$ cat src/rtl/ysyx_25040105_core_ctrl_if.sv
// Fetch (IFU) and memory (LSU) handshake bundle between the core control FSM
// and its bus agents; master is the control block, slave the IFU/LSU side.
interface ysyx_25040105_core_ctrl_if;
    logic        ifu_req_valid;
    logic        ifu_req_ready;
    logic        ifu_resp_valid;
    logic [31:0] ifu_resp_inst;
    logic        lsu_req_valid;
    logic        lsu_req_wen;
    logic        lsu_req_ready;
    logic        lsu_resp_valid;
    logic        lsu_resp_err;

    modport master (
        output ifu_req_valid,
        input  ifu_req_ready,
        input  ifu_resp_valid,
        input  ifu_resp_inst,
        output lsu_req_valid,
        output lsu_req_wen,
        input  lsu_req_ready,
        input  lsu_resp_valid,
        input  lsu_resp_err
    );

    modport slave (
        input  ifu_req_valid,
        output ifu_req_ready,
        output ifu_resp_valid,
        output ifu_resp_inst,
        input  lsu_req_valid,
        input  lsu_req_wen,
        output lsu_req_ready,
        output lsu_resp_valid,
        output lsu_resp_err
    );
endinterface

$ cat src/rtl/ysyx_25040105_core_ctrl.sv
// Multi-cycle control FSM of the NPC core: fetch, decode, memory access and
// writeback sequencing, halt/error reporting and cycle/instret counters.
module ysyx_25040105_core_ctrl #(
    parameter int TIMEOUT_CYC = 16,
    parameter int CNT_W       = 32
) (
    input  logic                        clk,
    input  logic                        rst_n,
    ysyx_25040105_core_ctrl_if.master   bus,
    output logic [31:0]                 inst_o,
    input  logic                        idu_reg_wen_i,
    output logic                        rf_wen_o,
    output logic                        pc_wen_o,
    output logic                        halt_o,
    output logic                        err_o,
    output logic [1:0]                  err_cause_o,
    output logic [CNT_W-1:0]            cycle_cnt_o,
    output logic [CNT_W-1:0]            instret_cnt_o
);

    localparam int             TMR_W    = $clog2(TIMEOUT_CYC);
    localparam logic [TMR_W-1:0] TMR_LAST = TMR_W'(TIMEOUT_CYC - 1);

    localparam logic [31:0] INST_NOP    = 32'h0000_0013;
    localparam logic [31:0] INST_EBREAK = 32'h0010_0073;

    localparam logic [6:0] OPC_LOAD   = 7'b0000011;
    localparam logic [6:0] OPC_STORE  = 7'b0100011;
    localparam logic [6:0] OPC_OP_IMM = 7'b0010011;
    localparam logic [6:0] OPC_OP     = 7'b0110011;
    localparam logic [6:0] OPC_BRANCH = 7'b1100011;
    localparam logic [6:0] OPC_JAL    = 7'b1101111;
    localparam logic [6:0] OPC_JALR   = 7'b1100111;
    localparam logic [6:0] OPC_AUIPC  = 7'b0010111;
    localparam logic [6:0] OPC_LUI    = 7'b0110111;

    localparam logic [1:0] CAUSE_NONE    = 2'd0;
    localparam logic [1:0] CAUSE_ILLEGAL = 2'd1;
    localparam logic [1:0] CAUSE_BUS     = 2'd2;
    localparam logic [1:0] CAUSE_TIMEOUT = 2'd3;

    typedef enum logic [2:0] {
        S_FETCH,
        S_FWAIT,
        S_DECODE,
        S_MREQ,
        S_MWAIT,
        S_WB,
        S_HALT,
        S_ERR
    } state_e;

    state_e             state_q, state_d;
    logic [31:0]        inst_q, inst_d;
    logic [TMR_W-1:0]   timer_q, timer_d;
    logic [1:0]         cause_q, cause_d;
    logic [CNT_W-1:0]   cycle_q;
    logic [CNT_W-1:0]   instret_q;
    logic               retire;
    logic               terminal;

    logic [6:0] opcode;
    logic       is_ebreak;
    logic       is_mem;
    logic       is_exec;

    assign opcode    = inst_q[6:0];
    assign is_ebreak = (inst_q == INST_EBREAK);
    assign is_mem    = (opcode == OPC_LOAD) || (opcode == OPC_STORE);
    assign is_exec   = (opcode == OPC_OP_IMM) || (opcode == OPC_OP)
                    || (opcode == OPC_BRANCH) || (opcode == OPC_JAL)
                    || (opcode == OPC_JALR)   || (opcode == OPC_AUIPC)
                    || (opcode == OPC_LUI);
    assign terminal  = (state_q == S_HALT) || (state_q == S_ERR);

    always_comb begin
        state_d = state_q;
        inst_d  = inst_q;
        timer_d = timer_q;
        cause_d = cause_q;
        retire  = 1'b0;
        case (state_q)
            S_FETCH: begin
                if (bus.ifu_req_ready) begin
                    state_d = S_FWAIT;
                    timer_d = '0;
                end
            end
            S_FWAIT: begin
                if (bus.ifu_resp_valid) begin
                    inst_d  = bus.ifu_resp_inst;
                    state_d = S_DECODE;
                end else if (timer_q == TMR_LAST) begin
                    state_d = S_ERR;
                    cause_d = CAUSE_TIMEOUT;
                end else begin
                    timer_d = timer_q + 1'b1;
                end
            end
            S_DECODE: begin
                // ebreak must be matched on the full word before the opcode
                // classes: every other SYSTEM encoding is illegal here.
                if (is_ebreak) begin
                    state_d = S_HALT;
                    retire  = 1'b1;
                end else if (is_mem) begin
                    state_d = S_MREQ;
                end else if (is_exec) begin
                    state_d = S_WB;
                end else begin
                    state_d = S_ERR;
                    cause_d = CAUSE_ILLEGAL;
                end
            end
            S_MREQ: begin
                if (bus.lsu_req_ready) begin
                    state_d = S_MWAIT;
                    timer_d = '0;
                end
            end
            S_MWAIT: begin
                // A response arriving on the last timer cycle beats the timeout.
                if (bus.lsu_resp_valid) begin
                    if (bus.lsu_resp_err) begin
                        state_d = S_ERR;
                        cause_d = CAUSE_BUS;
                    end else begin
                        state_d = S_WB;
                    end
                end else if (timer_q == TMR_LAST) begin
                    state_d = S_ERR;
                    cause_d = CAUSE_TIMEOUT;
                end else begin
                    timer_d = timer_q + 1'b1;
                end
            end
            S_WB: begin
                state_d = S_FETCH;
                retire  = 1'b1;
            end
            default: begin
                state_d = state_q;
            end
        endcase
    end

    always_ff @(posedge clk or negedge rst_n) begin
        if (!rst_n) begin
            state_q   <= S_FETCH;
            inst_q    <= INST_NOP;
            timer_q   <= '0;
            cause_q   <= CAUSE_NONE;
            cycle_q   <= '0;
            instret_q <= '0;
        end else begin
            state_q <= state_d;
            inst_q  <= inst_d;
            timer_q <= timer_d;
            cause_q <= cause_d;
            if (!terminal) begin
                cycle_q <= cycle_q + 1'b1;
            end
            if (retire) begin
                instret_q <= instret_q + 1'b1;
            end
        end
    end

    assign bus.ifu_req_valid = (state_q == S_FETCH);
    assign bus.lsu_req_valid = (state_q == S_MREQ);
    assign bus.lsu_req_wen   = (state_q == S_MREQ) && (opcode == OPC_STORE);

    assign inst_o        = inst_q;
    assign rf_wen_o      = (state_q == S_WB) && idu_reg_wen_i;
    assign pc_wen_o      = (state_q == S_WB);
    assign halt_o        = (state_q == S_HALT);
    assign err_o         = (state_q == S_ERR);
    assign err_cause_o   = cause_q;
    assign cycle_cnt_o   = cycle_q;
    assign instret_cnt_o = instret_q;

endmodule

$ cat src/flat_wrapper.sv
// flat-port wrapper written by rule: the top's interface ports become plain ports
module ysyx_25040105_core_ctrl_flat 
#(
    parameter int TIMEOUT_CYC = 16,
    parameter int CNT_W       = 32
)
  (clk, rst_n, inst_o, idu_reg_wen_i, rf_wen_o, pc_wen_o, halt_o, err_o, err_cause_o, cycle_cnt_o, instret_cnt_o, bus_ifu_req_valid, bus_ifu_req_ready, bus_ifu_resp_valid, bus_ifu_resp_inst, bus_lsu_req_valid, bus_lsu_req_wen, bus_lsu_req_ready, bus_lsu_resp_valid, bus_lsu_resp_err);
  ysyx_25040105_core_ctrl_if bus_i ();
  input  logic clk;
  input  logic rst_n;
  output logic [31:0] inst_o;
  input  logic idu_reg_wen_i;
  output logic rf_wen_o;
  output logic pc_wen_o;
  output logic halt_o;
  output logic err_o;
  output logic [1:0] err_cause_o;
  output logic [CNT_W-1:0] cycle_cnt_o;
  output logic [CNT_W-1:0] instret_cnt_o;
  output wire logic [$bits(bus_i.ifu_req_valid)-1:0] bus_ifu_req_valid;
  input wire logic [$bits(bus_i.ifu_req_ready)-1:0] bus_ifu_req_ready;
  input wire logic [$bits(bus_i.ifu_resp_valid)-1:0] bus_ifu_resp_valid;
  input wire logic [$bits(bus_i.ifu_resp_inst)-1:0] bus_ifu_resp_inst;
  output wire logic [$bits(bus_i.lsu_req_valid)-1:0] bus_lsu_req_valid;
  output wire logic [$bits(bus_i.lsu_req_wen)-1:0] bus_lsu_req_wen;
  input wire logic [$bits(bus_i.lsu_req_ready)-1:0] bus_lsu_req_ready;
  input wire logic [$bits(bus_i.lsu_resp_valid)-1:0] bus_lsu_resp_valid;
  input wire logic [$bits(bus_i.lsu_resp_err)-1:0] bus_lsu_resp_err;
  assign bus_ifu_req_valid = bus_i.ifu_req_valid;
  assign bus_i.ifu_req_ready = bus_ifu_req_ready;
  assign bus_i.ifu_resp_valid = bus_ifu_resp_valid;
  assign bus_i.ifu_resp_inst = bus_ifu_resp_inst;
  assign bus_lsu_req_valid = bus_i.lsu_req_valid;
  assign bus_lsu_req_wen = bus_i.lsu_req_wen;
  assign bus_i.lsu_req_ready = bus_lsu_req_ready;
  assign bus_i.lsu_resp_valid = bus_lsu_resp_valid;
  assign bus_i.lsu_resp_err = bus_lsu_resp_err;
  ysyx_25040105_core_ctrl #(.TIMEOUT_CYC(TIMEOUT_CYC), .CNT_W(CNT_W)) u_core (.clk(clk), .rst_n(rst_n), .bus(bus_i), .inst_o(inst_o), .idu_reg_wen_i(idu_reg_wen_i), .rf_wen_o(rf_wen_o), .pc_wen_o(pc_wen_o), .halt_o(halt_o), .err_o(err_o), .err_cause_o(err_cause_o), .cycle_cnt_o(cycle_cnt_o), .instret_cnt_o(instret_cnt_o));
endmodule
$ cat config.mk
export PLATFORM = sky130hd
export DESIGN_NAME = ysyx_25040105_core_ctrl_flat
export DESIGN_NICKNAME = d
export VERILOG_FILES = /design/src/rtl/ysyx_25040105_core_ctrl_if.sv /design/src/rtl/ysyx_25040105_core_ctrl.sv /design/src/flat_wrapper.sv
export SDC_FILE = /design/constraint.sdc
export NUM_CORES = 1
export LEC_CHECK = 0
export ABC_AREA = 1
export CAP_MARGIN = 20
export CORE_UTILIZATION = 51
export DETAILED_ROUTE_END_ITERATION = 8
export PLACE_DENSITY = 0.9
export SYNTH_ARGS = -nofsm -noshare
export SYNTH_HDL_FRONTEND = slang
export SYNTH_SLANG_ARGS = --single-unit
export TNS_END_PERCENT = 10
$ cat constraint.sdc
create_clock -name clk -period 1.85 [get_ports clk]
set_input_delay 0.37 -clock clk [delete_from_list [all_inputs] [get_ports clk]]
set_output_delay 0.37 -clock clk [all_outputs]
set_load 0.02 [all_outputs]
Yosys cells after proc, flatten, opt, wreduce, memory -nomap -nowiden
Index checks and enable logic that the tools add are counted.
{ "word_totals": {"reg_bits": 105, "in_bits": 40, "out_inout_bits": 105, "wordCells": 79} }
{ "classes": {"n_addsub": 3, "n_eq_ne": 26, "muxes": 26, "reduce_logical": 18} }
{ "ops": {"columns": ["operator", "count"], "rows": [
  ["adder 32 x 1 -> 32 bit, second input constant", 2],
  ["== test 32 x 21 -> 1 bit, second input constant", 1],
  ["== test 7 x 6 -> 1 bit, second input constant", 3],
  ["== test 7 bit, second input constant", 3],
  ["two-way mux 3 bit", 7],
  ["two-way mux 4 bit", 5],
  ["two-way mux 2 bit", 9],
  ["case mux 3 bit (6 select lines)", 1],
  ["case mux 4 bit (4 select lines)", 1],
  ["== test 7 x 5 -> 1 bit, second input constant", 2],
  ["== test 3 bit, second input constant", 4],
  ["!= test 2 bit, second input constant", 5],
  ["logical OR 1 bit", 8],
  ["== test 7 x 2 -> 1 bit, second input constant", 1],
  ["== test 3 x 2 -> 1 bit, second input constant", 2],
  ["case mux 2 bit (3 select lines)", 1],
  ["AND reduction 6 bit", 1],
  ["nonzero test 6 bit", 1],
  ["AND reduction 5 bit", 1],
  ["adder 4 x 1 -> 4 bit, second input constant", 1],
  ["== test 4 bit, second input constant", 1],
  ["!= test 2 x 1 -> 1 bit, second input constant", 2],
  ["nonzero test 4 bit", 1],
  ["== test 3 x 1 -> 1 bit, second input constant", 1],
  ["other kinds (8)", 9]
]} }

Depth between registers and ports, before layout
{ "logic_depth": {"depth_word": 11, "depth_mapped": 12, "depth_no_buf": 11} }

Least setup slack after synthesis
Ideal clock, no wire load.
{ "synth_timing": {"kind": "reg-to-reg", "startpoint": "reg u_core.instret_q[0], in the netlist u_core.instret_cnt_o[0]", "endpoint": "reg u_core.instret_q[30], in the netlist u_core.instret_cnt_o[30]", "setup_ns": 0.117, "arrival_ns": 1.615, "required_ns": 1.733, "setup_slack_ns": 0.118, "stages_incl_launch_ff": 11, "n_path_buf": 0, "synth_period_minus_slack_ns": 1.732, "path_cell_list": "dfrtp_1 > ha_1 > nand3_2 > nor2_1 > inv_1 > nor2_1 > nand2_1 > nand2_1 > nand2_1 > nand2_1 > nand2_1"} }
{ "synth_between": {"elab_chain_len": 1} }
{ "synth_lines": {"columns": ["element", "line", "text"], "rows": [
  ["start: declaration", "ysyx_25040105_core_ctrl.sv:58", "logic [CNT_W-1:0] instret_q;"],
  ["start signal: assignment", "ysyx_25040105_core_ctrl.sv:164", "instret_q <= instret_q + 1'b1;"],
  ["adder 32 x 1 -> 32 bit", "ysyx_25040105_core_ctrl.sv:164", null]
]} }
Every way passes these cells.
A chain may end at the register's enable or synchronous reset.

Worst setup path in the final report
{ "layout_timing": {"startpoint": "reg u_core.inst_q[1], in the netlist u_core.inst_o[1]", "endpoint": "out bus_lsu_req_wen"} }
{ "layout_between": {"elab_chain_len": 2} }
{ "layout_lines": {"columns": ["element", "line", "text"], "rows": [
  ["start: declaration", "ysyx_25040105_core_ctrl.sv:54", "logic [31:0] inst_q, inst_d;"],
  ["start signal: assignment", "ysyx_25040105_core_ctrl.sv:157", "inst_q <= inst_d;"],
  ["== test 7 x 6 -> 1 bit", "ysyx_25040105_core_ctrl.sv:171", "assign bus.lsu_req_wen = (state_q == S_MREQ) && (opcode == OPC_STORE);"],
  ["logical AND 1 bit", "ysyx_25040105_core_ctrl.sv:171", null],
  ["end: declaration", "flat_wrapper.sv:25", "output wire logic [$bits(bus_i.lsu_req_wen)-1:0] bus_lsu_req_wen;"]
]} }
Every way passes these cells.

==> results.md <==
- Status: finished with violations
- Failing checks: design-rule violations, negative setup slack
- CTS tree: yes
- Routed Antenna Nets: 0
- Nets@finish: 1058
- Power, Total: 4.609 mW
- Sequential-to-total area share from yosys stat: 43.16%
- Vias/cell: 5.284
- Int Power: 3.476 mW
- Crit path DAT: between 1.5 and 2 ns
- Syn_nets: a little under 900
- Total Wirelength: approximately 17000 um
- Most common cell after layout, fill and taps aside: nand2_1
- Count of cell types in the netlist: 37
- Share of layout cells above drive strength 1: 9.804%
- DR WL/cell: 14.44 um
- Comb pwr share: 7.6%
- Via count: 6145
- GRT overflow: 0
- Top cell type's share of synthesized area: 41.86%
- Final Hold Fails: 0
- Mean Syn Cell Area: 7.190 um2
- Clock Latency Late Sink: 0.36 ns
- Drt first pass iters: 7
- Crit Path Class: reg -> out
- Pwr dens: roughly 560 nW/um2
- Mapped Area: a little over 6000 um2
- Diodes inserted: 0
- Pleak: between 4 and 5 nW
- Initial Utilization: 52.94%
- Ranking of synthesized cells by area: dfrtp_1 42%, nand2_1 21%, nor2_1 5.5%, nand3_1 4.7%, xor2_1 4.5%
- Pins over their slew limit: 0
- Clk slew on worst S/H paths: 0.07 ns
- Die Height: roughly 110 um
- Worst hold slack: 0.4745 ns
- CP Capture Type: primary output
- RSZ-0062 raised after global routing: true
- Startpoint types: register
- Sw frac: 24.58%
- Crit-path max cell delay: 0.56 ns
- CTS Buf Count: 9
- Largest net degree at the start of global routing: 38
- Most used DFF post-synth: dfrtp_1
- Switching pwr: about 1.1 mW
- Worst VDD drop: 0.0005270 V
- Top Family by Delay on Critical Path: flip-flops
- Warnings from Yosys: 0
- Clock share of power: 40.9%
- Vias in the first global route: ~6000
- # DRC: 14
- Worst Clk Skew: between 0.007 and 0.008 ns
- Cells after synthesis: 848
- All-Layer GR Usage: 28.33%
- Bufs and invs on worst path: 1
- Min cycle time layout: 1.889 ns
- Post-synth EDFFs: 0
- Die ar.: 12400 um2
- Post-layout worst setup margin: -0.03943 ns
- Yosys top cell by area: dfrtp_1
- # fillers: 900
- Clk sinks: 105
- Crit path max-delay cell type: dfstp_2
- CP cell instances: nand2_4 -> nor3_4 -> nand2_1 -> nor2_1 -> buf_4
- Max H-tree Level: 3
- Die Width: 111.3 um
- Max cap viols: 0
- Core ar.: 11520 um2
- Period utilization: 102.1%
- Starting DRT DRC Count: 470
- Setup TNS: -0.03943 ns
- Worst-Margin Slew: between 0.4 and 0.5 ns
- First-pass GRT wire length: about 28000 um
- Clk buf depth: 2
- Synth async-reset ratio: 100.0%
- Seq pwr share: 51.5%
- Worst Hold Class: reg -> reg
- Worst-path fanout max: 2
- IO buf count: around 140
- Gpl congestion: 0.9676
- Area grow syn2layout: 34.48%
- Initial antenna violation count: 0
- Ports: 145
- Slew HR: 66.66%
- CP required: 1.48 ns
- Final setup viols: 1
- Commonest cells after routing, fill and taps aside: 342 x nand2_1, 114 x clkdlybuf4s50_1, 100 x dfrtp_1
- Clk root buf: clkbuf_16
- Final Util: 71.20%
- Row count: 39
- Flops & latches, synth: 105
- DP Wirelength: 12580 um
- Max Clk Rate: roughly 530 MHz
synthesized netlist by cell type, types with 2 or more instances:
library cell and instances:
o21ai_1 6, nand3_2 4, buf_4 5, xnor2_1 10
a21oi_1 3, dfrtp_1 102, dfstp_2 3, o21ai_0 18
nor2_4 2, nor3_1 29, nor2_1 89, nor2_2 6
ha_1 3, and3_1 2, or2_1 3, xor2_1 31
inv_1 70, buf_2 4, o21ai_2 6, nand4_1 11
nand2_2 4, clkbuf_1 2, buf_6 5, nor3_2 3
nand3_1 57, nand2_1 344, inv_2 10, nand3b_1 7
state kept, by name, summed over array words and instances (netlist names):
signal,cells
u_core.instret_cnt_o,32
u_core.cycle_cnt_o,32
u_core.state_q,3
u_core.timer_q,4
u_core.err_cause_o,2
u_core.inst_o,32
per-layer routing:
metal  wire (um)  global-route usage, %
met4         514                  12.34
met5           0                      0
met2        8011                  47.33
met1        6938                  35.18
met3        1326                  6.641
power groups by stage:
stage / clock network [mW] / registers (mW) / logic [mW]
after global placement: 0 / 2.41 / 0.346
after floorplan: 0 / 2.45 / 0.0586
final: 1.89 / 2.37 / 0.348
after CTS: 1.91 / 2.37 / 0.352
after detailed placement: 0 / 2.41 / 0.352
after global routing: 2.02 / 2.38 / 0.382
path summary, 6_finish.rpt:
path / endpoint / cells past startpoint / start / slack [ns]
max in group asynchronous: u_core.inst_o[1] / 3 / rst_n / 0.78
worst max-delay path: bus_lsu_req_wen / 5 / u_core.inst_o[1] / -0.04
worst min register to register: u_core.cycle_cnt_o[31] / 1 / u_core.cycle_cnt_o[31] / 0.47
min in group asynchronous: u_core.cycle_cnt_o[12] / 2 / rst_n / 0.48
worst min-delay path: u_core.cycle_cnt_o[31] / 1 / u_core.cycle_cnt_o[31] / 0.47
worst max register to register: u_core.instret_cnt_o[27] / 10 / u_core.inst_o[1] / 0.10
final cells by class:
| type | instances | area [um2] | share of cell area (%) |
|---|---|---|---|
| multi-input cells | 645 | 3063 | 37.36 |
| well taps | 143 | 178.9 | 2.182 |
| clock buffers | 10 | 239.0 | 2.915 |
| inverters | 80 | 300.3 | 3.662 |
| clock inverters | 6 | 51.30 | 0.6257 |
| flip-flops and latches | 105 | 2634 | 32.12 |
| repair buffers | 174 | 1733 | 21.14 |
through the flow:
step                instance area (um2)  setup slack [ns]  std cells
floorplan                          6097            0.1181        848
global placement                   7840           -0.1196       1144
detailed placement                 7840           -0.1178       1144
CTS                                8135          -0.02596       1161
global route                       8199           -0.1424       1163
finish                             8199          -0.03943       1163
timing repair:
action                                  in CTS  in global routing
cloned                                       0                  0
setup buffers                                0                  2
endpoints found under the hold margin       25                  0
hold buffers                                 1                  0
endpoints found under the setup margin      13                 33
pin swaps                                    0                  4
resized for setup                           24                 34
cell families (layout without fill, tap and decap cells):
kind of cell             after synthesis  in the layout  synth area share [%]
AND/OR/NAND/NOR                      565            565                 39.67
buffers and inverters                 98            270                 7.223
adder cells (fa/ha/maj)                3              3                0.6157
flip-flops                           105            105                 43.16
XOR/XNOR                              41             41                 5.890
AO/OA/AOI/OAI                         36             36                 3.448
Note: power is estimated with default switching activity, not from simulation.
